==> src/rtl/npu_rf_pkg.sv <==
// Shared definitions for the NPU register-file write path.
// Provides default register-file geometry, the address/data typedefs and
// the writeback request record. Contains no ports.
package npu_rf_pkg;

    localparam int unsigned RF_NUM_SRC    = 4;
    localparam int unsigned RF_NUM_REGS   = 32;
    localparam int unsigned RF_DATA_WIDTH = 32;
    localparam int unsigned RF_ADDR_WIDTH = $clog2(RF_NUM_REGS);

    typedef logic [RF_ADDR_WIDTH-1:0] rf_addr_t;
    typedef logic [RF_DATA_WIDTH-1:0] rf_data_t;

    typedef struct packed {
        rf_addr_t addr;
        rf_data_t data;
    } wb_req_t;

endpackage

==> src/rtl/rr_arbiter.sv <==
// Combinational round-robin arbiter.
// Grants the first requester found at or after the priority pointer,
// wrapping modulo N.
// Ports:
//   req_i  N-bit request vector
//   ptr_i  index of the highest-priority requester
//   gnt_o  one-hot grant (all zero when there is no request)
//   idx_o  index of the granted requester (0 when there is no grant)
//   any_o  a grant was issued
module rr_arbiter #(
    parameter int unsigned N  = 4,
    parameter int unsigned PW = (N > 1) ? $clog2(N) : 1
) (
    input  logic [N-1:0]  req_i,
    input  logic [PW-1:0] ptr_i,
    output logic [N-1:0]  gnt_o,
    output logic [PW-1:0] idx_o,
    output logic          any_o
);

    int unsigned sum;
    logic [PW-1:0] pos;

    always_comb begin
        gnt_o = '0;
        idx_o = '0;
        any_o = 1'b0;
        sum   = 0;
        pos   = '0;
        for (int unsigned k = 0; k < N; k++) begin
            // Wrap by subtraction so non-power-of-two N never indexes past N-1.
            sum = int'(ptr_i) + k;
            if (sum >= N) begin
                sum = sum - N;
            end
            pos = PW'(sum);
            if (!any_o && req_i[pos]) begin
                any_o      = 1'b1;
                gnt_o[pos] = 1'b1;
                idx_o      = pos;
            end
        end
    end

endmodule

==> src/rtl/regfile_wb_arbiter.sv <==
// Writer-side front end for the NPU register file.
// Merges writeback requests from NUM_SRC producers into the single regfile
// write port (one commit per cycle, round-robin), and tracks a pending-write
// bitmap that issue logic queries for RAW hazards.
// Ports:
//   clk, rst                   clock, asynchronous active-high reset
//   src_valid/ready/addr/data  per-producer writeback handshake
//   alloc_en, alloc_addr       issue stage reserves a destination register
//   wr_en, wr_addr, wr_data    registered regfile write port
//   q_addr1/2, q_busy1/2       combinational hazard queries of the bitmap
//   alloc_err                  one-cycle pulse: alloc to an already-pending register
module regfile_wb_arbiter
    import npu_rf_pkg::*;
#(
    parameter int unsigned NUM_SRC    = RF_NUM_SRC,
    parameter int unsigned DATA_WIDTH = RF_DATA_WIDTH,
    parameter int unsigned NUM_REGS   = RF_NUM_REGS,
    parameter int unsigned ADDR_WIDTH = $clog2(NUM_REGS)
) (
    input  logic                               clk,
    input  logic                               rst,
    input  logic [NUM_SRC-1:0]                 src_valid,
    output logic [NUM_SRC-1:0]                 src_ready,
    input  logic [NUM_SRC-1:0][ADDR_WIDTH-1:0] src_addr,
    input  logic [NUM_SRC-1:0][DATA_WIDTH-1:0] src_data,
    input  logic                               alloc_en,
    input  logic [ADDR_WIDTH-1:0]              alloc_addr,
    output logic                               wr_en,
    output logic [ADDR_WIDTH-1:0]              wr_addr,
    output logic [DATA_WIDTH-1:0]              wr_data,
    input  logic [ADDR_WIDTH-1:0]              q_addr1,
    output logic                               q_busy1,
    input  logic [ADDR_WIDTH-1:0]              q_addr2,
    output logic                               q_busy2,
    output logic                               alloc_err
);

    localparam int unsigned PW = (NUM_SRC > 1) ? $clog2(NUM_SRC) : 1;

    logic [PW-1:0]         ptr_q, ptr_d;
    logic [NUM_SRC-1:0]    gnt;
    logic [PW-1:0]         gnt_idx;
    logic                  gnt_any;

    logic                  wr_en_q;
    logic [ADDR_WIDTH-1:0] wr_addr_q;
    logic [DATA_WIDTH-1:0] wr_data_q;
    logic [NUM_REGS-1:0]   pending_q, pending_d;
    logic                  alloc_err_q, alloc_err_d;

    rr_arbiter #(
        .N  (NUM_SRC),
        .PW (PW)
    ) u_arb (
        .req_i (src_valid),
        .ptr_i (ptr_q),
        .gnt_o (gnt),
        .idx_o (gnt_idx),
        .any_o (gnt_any)
    );

    // A grant only exists for a valid source, so every grant is a handshake.
    assign src_ready = gnt;

    always_comb begin
        ptr_d = ptr_q;
        if (gnt_any) begin
            ptr_d = (gnt_idx == PW'(NUM_SRC - 1)) ? '0 : gnt_idx + PW'(1);
        end
    end

    // Clear (commit) is applied before set (alloc) so a same-register
    // collision leaves the bit set.
    always_comb begin
        pending_d = pending_q;
        if (wr_en_q) begin
            pending_d[wr_addr_q] = 1'b0;
        end
        if (alloc_en) begin
            pending_d[alloc_addr] = 1'b1;
        end
    end

    assign alloc_err_d = alloc_en && pending_q[alloc_addr] &&
                         !(wr_en_q && (wr_addr_q == alloc_addr));

    always_ff @(posedge clk or posedge rst) begin
        if (rst) begin
            ptr_q       <= '0;
            wr_en_q     <= 1'b0;
            wr_addr_q   <= '0;
            wr_data_q   <= '0;
            pending_q   <= '0;
            alloc_err_q <= 1'b0;
        end else begin
            ptr_q       <= ptr_d;
            wr_en_q     <= gnt_any;
            pending_q   <= pending_d;
            alloc_err_q <= alloc_err_d;
            if (gnt_any) begin
                wr_addr_q <= src_addr[gnt_idx];
                wr_data_q <= src_data[gnt_idx];
            end
        end
    end

    assign wr_en     = wr_en_q;
    assign wr_addr   = wr_addr_q;
    assign wr_data   = wr_data_q;
    assign alloc_err = alloc_err_q;
    assign q_busy1   = pending_q[q_addr1];
    assign q_busy2   = pending_q[q_addr2];

endmodule

==> config.mk <==
export PLATFORM = sky130hd
export DESIGN_NAME = regfile_wb_arbiter
export DESIGN_NICKNAME = d
export VERILOG_FILES = /design/src/rtl/npu_rf_pkg.sv /design/src/rtl/rr_arbiter.sv /design/src/rtl/regfile_wb_arbiter.sv
export SDC_FILE = /design/constraint.sdc
export NUM_CORES = 1
export LEC_CHECK = 0
export BUFFER_PORTS_ARGS = -buffer_cell sky130_fd_sc_hd__buf_4
export CORE_MARGIN = 4
export CORE_UTILIZATION = 49
export DETAILED_ROUTE_END_ITERATION = 8
export HOLD_SLACK_MARGIN = 0.03
export PLACE_DENSITY = 0.82
export SLEW_MARGIN = 40
export SYNTH_ARGS = -nofsm -noshare
export SYNTH_HDL_FRONTEND = slang
export SYNTH_HIERARCHICAL = 1
export SYNTH_SLANG_ARGS = --single-unit
==> constraint.sdc <==
create_clock -name clk -period 4.5 [get_ports clk]
set_clock_uncertainty 0.1 [all_clocks]
set_input_delay 0 -clock clk [delete_from_list [all_inputs] [get_ports clk]]
set_output_delay 0 -clock clk [all_outputs]
set_load 0.01 [all_outputs]
==> results.cfg, run 1 <==
[worst_setup_path]
path_max_fanout = 26
r2r_cells = 9
regToRegSetupSlack_ns = 0.03
crit_path_end_kind = flip-flop
r2r-start = ptr_q[1]
r2r-end = wr_data[7]
cp.arrival_ns = 4.63
critPathCapture = wr_data[7]
crit_path_start = ptr_q[1]
setup.worst_path.class = reg2reg
start_kind = flip-flop
worstPathRequired_ns = 4.66

[timing]
hold_viol = 0
period_share = 0.9937
setup_tns_ns = 0
finalCriticalPeriod_ns = 4.472
tightest_slew_ns = 0.7411
hold_slack_ns = 0.04847
finalWorstSetupSlack_ns = 0.02841
slew_headroom = 0.5052
final_max_slew_viol_count = 0
fmax_ghz = 0.2236
setup_viol = 0

[pwr]
power-per-cell-area_nw_per_um2 = 782.2
peakVddDrop_uv = 472.9
report.power.total_mw = 6.033
power_leakage_nw = 3.343

[detailed_routing]
drt-initial-drc-count = 598
viasPerCell = 6.368
drc = 0
routed_wl_mm = 20.73
ant_nets = 0
vias = 5050
firstDrtPassIters = 5
routedWlPerCell_um = 26.15

[yosys]
yosys.area.top_type = dfrtp_1
synthMuxAreaShare = 0.4123
yosys_warnings = 6
post_synth.cell_area_avg_sq_um = 13.35
synth_cells = 375
synthMostInstantiatedCell = dfrtp_1
ys_ff_latch = 73
synth_edf_count = 0
yosys.area_share.simple = 0.06272
post_synth_most_frequent_cells = 73 x dfrtp_1, 69 x o21ai_0, 49 x mux4_2
synthXorXnorAreaFrac = 0.008746
syn_area_sq_um = 5007
seq_area_frac_synth = 0.3648
ys.flop_type = dfrtp_1
synthAdderAreaFrac = 0.01499
synth_top_family_by_area = multiplexers
syn_nets = 551
ys_top_cells_by_area = dfrtp_1 36%, mux4_2 22%, mux2_2 9.4%
async_flop_share = 1.000
synth_cell_types = 35
synth_top_area_share = 0.3648
synth_compound_area_frac = 0.1007

[placement]
dp_hpwl_mm = 12.78
routabilityCongestion = 0.8961
post_dp_cell_area_sq_um = 6686
dp_cells = 695
port-buffer-count = 214
pre_cts_slack_ns = 0.7689

[clocking]
cts_htree_levels = 3
clock_latency_ns = 0.37
cts_tree = built
cts_buffers = 9
post-cts-setup-buffers = 0
clockBufferDepth = 2
cts_sinks = 73
root_buffer = clkbuf_8
clk_pin_slew_ns = 0.08

[floorplan]
die_area_sq_um = 11900
die_x_um = 109.1
floorplan.initialDensity = 0.5076
die_y_um = 109.1
core_area_sq_um = 9864
row_count = 36
io_pins = 215

[cells_and_area]
nets = 830
drive_above_1_share = 0.5068
final_core_util = 0.7818
syn_to_final_growth_pct = 54.02
instances_no_fill = 793
design_area_sq_um = 7712

[global_routing]
grt_pass1_wl_mm = 30.18
grt_util_all_layers = 0.3432
grt_pass1_vias = 5486
grt.overflow.total = 0
grt_max_degree = 41
antenna_found_initial = 1

[worst_hold_path]
hold_path.class = in2reg

[status]
status = finished clean

[flow_run]
maxCapViolCount = 0
-- repair_timing --
action / in CTS / in global routing
setup endpoints to repair: 0 / 35
hold buffers: 81 / 0
hold endpoints to repair: 100 / 0
resized for setup: 0 / 1
-- report_power, final --
| part | internal, mW | leakage [nW] | switching (mW) |
|---|---|---|---|
| Clock | 0.312 | 0.0995 | 0.271 |
| Combinational | 2.38 | 2.39 | 1.66 |
| Sequential | 1.02 | 0.854 | 0.388 |
| Total | 3.71 | 3.34 | 2.32 |
-- layout make-up --
class,instances,area (sq um)
Antenna cell,1,2.502
Clock buffer,11,131.4
Clock inverter,5,80.08
Fill cell,542,2152
Inverter,4,15.01
Multi-Input combinational cell,268,3024
Sequential cell,73,1828
Tap cell,133,166.4
Timing Repair Buffer,298,2465
-- per-layer routing --
metal	GRT usage	vias up	routed length (um)
met1	0.3790	2502	6852
met3	0.09769	100	1920
met5	0	-	0
met2	0.6013	375	10710
li1	-	2073	-
met4	0.1740	0	1253
-- layout by cell type (no fill, tap or decap), drive strengths merged, types with 2 or more instances in the layout --
cell	n
a21oi	3
nand2b	5
or3	2
o22ai	4
mux2	42
o21ai	69
nor2b	3
a22oi	8
or3b	5
nand3b	10
clkinvlp	2
dlygate4sd3	81
nand2	3
ha	6
nor3	2
bufinv	2
clkbuf	11
inv	4
xor2	4
dfrtp	73
nor2	8
mux2i	12
nor4	2
mux4	63
buf	217
a211oi	2
nand3	6
-- worst max-delay path, cell delays in order (launching register included) --
cell,delay (ns)
dfrtp_1,0.58
inv_1,0.21
ha_1,0.44
mux4_2,0.47
nor3_1,0.49
a32o_2,0.55
buf_12,0.25
mux4_2,0.33
dlygate4sd3_1,0.63
mux2_2,0.29
-- registers in the layout, indices dropped and copies added, names as in the netlist --
signal,count
alloc_err,1
pending_q,32
ptr_q,2
wr_addr,5
wr_data,32
wr_en,1
-- how the worst min path moves through the flow --
stage             endpoint          start  cells past startpoint
2_1_floorplan    alloc_err       alloc_en                      1
3_3_place_gp   wr_data[24]            rst                      2
3_5_place_dp   wr_data[23]            rst                      2
4_1_cts          alloc_err  alloc_addr[1]                      4
5_1_grt          alloc_err  alloc_addr[1]                      3
6_report         alloc_err  alloc_addr[1]                      4
-- cells by family after synthesis --
group                    after synthesis
AO/OA/AOI/OAI                         91
XOR/XNOR                               5
adder cells (fa/ha/maj)                6
buffers and inverters                 34
flip-flops                            73
multiplexers                         117
AND/OR/NAND/NOR                       49
Power figures use the tool's default switching activity.
==> run 2: changes to the inputs <==
--- a/config.mk
+++ b/config.mk
@@ -6,6 +6,7 @@
 export NUM_CORES = 1
 export LEC_CHECK = 0
 export BUFFER_PORTS_ARGS = -buffer_cell sky130_fd_sc_hd__buf_4
+export CORE_ASPECT_RATIO = 0.5
 export CORE_MARGIN = 4
 export CORE_UTILIZATION = 49
 export DETAILED_ROUTE_END_ITERATION = 8
==> results.cfg, run 2 (synthesized netlist as in run 1, its figures left out) <==
[clocking]
clockBufferDepth = 2
cts_sinks = 73
cts_htree_levels = 3
post-cts-setup-buffers = 0
cts_tree = built
clock_latency_ns = 0.33
root_buffer = clkbuf_16
clk_pin_slew_ns = 0.06
cts_buffers = 9

[cells_and_area]
num-fill-cells = 614
seq_area_sq_um = 1828
layout_commonest_cell = buf_4
multi_input_comb_area_sq_um = 3024
nets = 812
n_antenna_cell = 0
drive_above_1_share = 0.5273
syn_to_final_growth_pct = 52.75
instances_no_fill = 776
layout_common_cells = 218 x buf_4, 72 x dfrtp_1, 69 x o21ai_0, 60 x dlygate4sd3_1, 49 x mux4_2

[status]
status = finished clean

[worst_setup_path]
cp_common_cell = mux4_2
regToRegSetupSlack_ns = 0.34
setup.worst_path.class = reg2reg
r2r-end = wr_data[14]
cp.arrival_ns = 4.27
worstPathRequired_ns = 4.62
crit_path_end_kind = flip-flop
r2r-start = ptr_q[1]
crit_chain = inv_1, ha_1, mux4_2, and2b_2, o21ai_0, o31ai_4, buf_4, mux4_2, dlygate4sd3_1, mux2_2
max_stage_delay_ns = 0.59
path_max_fanout = 10
crit_path_top_delay_cell = dlygate4sd3_1
start_kind = flip-flop
r2r_cells = 10

[placement]
port-buffer-count = 214
pre_cts_slack_ns = 0.7701
dp_cells = 700
dp_hpwl_mm = 11.97
routabilityCongestion = 0.8638

[worst_hold_path]
whs_endpoint = wr_data[10]
hold_path.class = in2reg
holdPathStages = 3
worstHoldStart = src_data[106]

[floorplan]
die_x_um = 151.0
core_area_sq_um = 9697
die_area_sq_um = 12000
row_count = 25
floorplan.initialDensity = 0.5164
io_pins = 215
die_y_um = 79.48

[pwr]
power-per-cell-area_nw_per_um2 = 772.5
power_leakage_nw = 3.331
report.power.total_mw = 5.908
peakVddDrop_uv = 571.4

[detailed_routing]
viasPerCell = 6.063
ant_nets = 0
vias = 4705
drc = 0
firstDrtPassIters = 5
routedWlPerCell_um = 21.83
drt-initial-drc-count = 363
routed_wl_mm = 16.94

[timing]
tightest_slew_ns = 0.6808
setup_tns_ns = 0
rsz0062_at_grt = no
period_share = 0.9235
finalWorstSetupSlack_ns = 0.3444
fmax_ghz = 0.2406
finalCriticalPeriod_ns = 4.156
final_max_slew_viol_count = 0
setup_viol = 0
slew_headroom = 0.5461
hold_viol = 0

[global_routing]
grt_pass1_wl_mm = 26.41
grt.overflow.total = 0
grt_max_degree = 74
antenna_found_initial = 0
grt_util_all_layers = 0.2869
grt_pass1_vias = 4947

[flow_run]
maxCapViolCount = 0
run 2: how the worst max path moves through the flow:
stage	slack [ns]	from	depth (start not counted)	end
2_1_floorplan	1.03	ptr_q[0]	12	wr_addr[0]
3_3_place_gp	0.63	ptr_q[0]	9	wr_addr[4]
3_5_place_dp	0.77	ptr_q[0]	9	wr_data[19]
4_1_cts	0.13	ptr_q[0]	10	wr_addr[4]
5_1_grt	0.16	ptr_q[1]	10	wr_data[15]
6_report	0.34	ptr_q[1]	10	wr_data[14]
run 2: metrics by stage:
| step | cell area, sq um | hold slack (ns) | util |
|---|---|---|---|
| 2_1_floorplan | 5007 | 0.04292 | - |
| 3_3_place_gp | 6686 | 0.2105 | 0.6895 |
| 5_1_grt | 7649 | 0.03213 | 0.7888 |
| 3_5_place_dp | 6703 | 0.1385 | 0.6912 |
| 6_report | 7649 | 0.03001 | 0.7888 |
| 4_1_cts | 7647 | 0.03182 | 0.7886 |
run 2: report_power, final:
part | total, mW | switching (mW) | internal [mW]
clock network | 0.831 | 0.286 | 0.545
registers | 1.39 | 0.369 | 1.03
logic | 3.68 | 1.45 | 2.23
run 2: area by class of cell:
cell class	instances	area share
Inverter	4	0.001963
Tap cell	135	0.02208
Timing Repair Buffer	280	0.2966
Sequential cell	73	0.2390
Clock buffer	10	0.02994
Multi-Input combinational cell	268	0.3954
Clock inverter	6	0.01505
run 2: repair_timing:
action / CTS / global route
endpoints found under the setup margin: 0 / 14
gates resized for setup: 0 / 1
hold buffers: 60 / 0
hold endpoints to repair: 125 / 0
run 2: worst max-delay path, delay by kind of cell, from the launching register on:
| family | cells | cell delay, ns |
|---|---|---|
| muxes | 3 | 1.23 |
| adders and majority gates | 1 | 0.38 |
| and+or+nand+nor | 1 | 0.31 |
| DFF | 1 | 0.53 |
| AOI/OAI and AO/OA | 2 | 0.37 |
| buffers and inverters | 3 | 1.11 |
run 2: metal layers:
| metal | track usage | up-vias | wire length (um) |
|---|---|---|---|
| met5 | 0 | - | 0 |
| met4 | 0.09584 | 0 | 503 |
| met3 | 0.05332 | 49 | 1094 |
| met2 | 0.5273 | 242 | 9214 |
| met1 | 0.3416 | 2373 | 6126 |
| li1 | - | 2041 | - |
==> run 3: changes to the inputs <==
--- a/config.mk
+++ b/config.mk
@@ -8,10 +8,10 @@
 export BUFFER_PORTS_ARGS = -buffer_cell sky130_fd_sc_hd__buf_4
 export CORE_ASPECT_RATIO = 0.5
 export CORE_MARGIN = 4
-export CORE_UTILIZATION = 49
+export CORE_UTILIZATION = 35
 export DETAILED_ROUTE_END_ITERATION = 8
 export HOLD_SLACK_MARGIN = 0.03
-export PLACE_DENSITY = 0.82
+export PLACE_DENSITY = 0.6
 export SLEW_MARGIN = 40
 export SYNTH_ARGS = -nofsm -noshare
 export SYNTH_HDL_FRONTEND = slang
==> results.cfg, run 3 (synthesized netlist as in run 1, its figures left out) <==
[placement]
pre_cts_slack_ns = 0.6295
port-buffer-count = 214
dp_hpwl_mm = 12.02
post_dp_cell_area_sq_um = 6758
routabilityCongestion = 0.8010

[global_routing]
met1_usage = 0.2611
grt_pass1_vias = 4740
grt_pass1_wl_mm = 26.68
antenna_found_initial = 0
grt_util_all_layers = 0.2067
grt_use_met3 = 0.03140
grtUsageMet2 = 0.3737
grt.overflow.total = 0
grt_max_degree = 46
grt.busiest_layer = met2

[floorplan]
core_area_sq_um = 13780
row_count = 30
floorplan.initialDensity = 0.3635
die_x_um = 177.2
io_pins = 215
die_area_sq_um = 16400
die_y_um = 92.58

[worst_hold_path]
hold_path.class = in2reg
holdPathStages = 3

[detailed_routing]
routedWlPerCell_um = 20.07
firstDrtPassIters = 6
viasPerCell = 5.340
drt-initial-drc-count = 295
ant_nets = 0
drc = 0
vias = 4512
routed_wl_mm = 16.96

[cells_and_area]
syn_to_final_growth_pct = 56.20
nets = 824
n_antenna_cell = 0
layout_commonest_cell = buf_4
drive_above_1_share = 0.5145
design_area_sq_um = 7821
num-fill-cells = 1212
layout_common_cells = 217 x buf_4, 74 x dlygate4sd3_1, 72 x dfrtp_1, 69 x o21ai_0, 49 x mux4_2

[clocking]
clk_pin_slew_ns = 0.06
cts_buffers = 9
cts_sinks = 73
clockBufferDepth = 2
clock_latency_ns = 0.33
cts_tree = built
post-cts-setup-buffers = 0
root_buffer = clkbuf_16
cts_htree_levels = 3

[pwr]
clkPwrFrac = 0.133
internal-power_mw = 3.819
power-per-cell-area_nw_per_um2 = 748.8
netSwitchingPower_mw = 2.038
power_leakage_nw = 3.368
p_comb_frac = 0.634
peakVddDrop_uv = 428.8
p_sw_frac = 0.3480
seqPwrFrac = 0.233

[timing]
rsz0062_at_grt = no
finalWorstSetupSlack_ns = 0.2676
fmax_ghz = 0.2363
hold_viol = 0
setup_viol = 0
setup_tns_ns = 0
final_max_slew_viol_count = 0
finalCriticalPeriod_ns = 4.232
tightest_slew_ns = 0.6102
slew_headroom = 0.5932
period_share = 0.9405

[worst_setup_path]
cp.arrival_ns = 4.34
start_kind = flip-flop
setup.worst_path.class = reg2reg
path_max_fanout = 16
crit_path_end_kind = flip-flop
r2r_cells = 9
worstPathRequired_ns = 4.61

[flow_run]
maxCapViolCount = 0

[status]
status = finished clean
run 3: changes by cell type in the layout (fill, tap and decap cells not counted):
cell,change
dlygate4sd3_1,+14
buf_4,-1
buf_6,-1
bufinv_16,-1
clkinv_4,+1
clkinvlp_4,+1
inv_2,-1
inv_4,+1
inv_6,-1
run 3: layout make-up:
cell class | count | area, sq um | share of cell area
sequential | 73 | 1828 | 0.2337
clock buffer | 10 | 229.0 | 0.02928
tap | 192 | 240.2 | 0.03072
inverter | 4 | 17.52 | 0.002240
timing repair buffer | 292 | 2390 | 0.3056
multi-input combinational | 268 | 3024 | 0.3867
clock inverter | 6 | 92.59 | 0.01184
run 3: power by group through the flow:
stage	Clock (mW)	Sequential [mW]	Combinational (mW)
2_1_floorplan	0	1.31	2.26
3_3_place_gp	0	1.35	3.15
3_5_place_dp	0	1.37	3.20
4_1_cts	0.796	1.36	3.74
5_1_grt	0.833	1.42	4.04
6_report	0.776	1.37	3.71
run 3: worst paths after layout:
check	startpoint	to	slack, ns
setup / recovery	ptr_q[1]	wr_addr[3]	0.27
min in group asynchronous	rst	pending_q[18]	0.22
setup reg to reg	ptr_q[1]	wr_addr[3]	0.27
hold / removal	src_addr[7]	wr_addr[2]	0.04
max in group asynchronous	rst	ptr_q[0]	3.21
hold reg to reg	wr_data[21]	wr_data[21]	0.41
run 3: critical path, cell delays in order (launching register included):
cell	delay (ns)
dfrtp_1	0.52
inv_1	0.16
ha_1	0.37
mux4_2	0.44
nor3_1	0.42
a32o_2	0.58
buf_4	0.32
mux4_2	0.32
dlygate4sd3_1	0.58
mux2_2	0.28
run 3: timing repair:
| item | CTS | global route |
|---|---|---|
| gates resized for setup | 0 | 1 |
| endpoints found under the setup margin | 0 | 22 |
| endpoints found under the hold margin | 95 | 1 |
| hold buffers | 73 | 1 |
run 3: layer usage:
| layer | routed length, um | up-vias | part of all wire |
|---|---|---|---|
| li1 | - | 2055 | - |
| met1 | 6831 | 2314 | 0.40 |
| met2 | 9133 | 120 | 0.54 |
| met3 | 671 | 23 | 0.040 |
| met4 | 324 | 0 | 0.019 |
| met5 | 0 | - | 0 |
run 3: stage by stage:
| step | util | hold WS, ns | total power [mW] | instances |
|---|---|---|---|---|
| CTS | 0.5669 | 0.03228 | 5.892 | 844 |
| finish | 0.5678 | 0.04052 | 5.857 | 845 |
| floorplan | - | 0.04292 | 3.567 | 375 |
| global placement | 0.4900 | 0.1907 | 4.502 | 755 |
| global route | 0.5678 | 0.03028 | 6.288 | 845 |
| detailed placement | 0.4906 | 0.01513 | 4.570 | 755 |
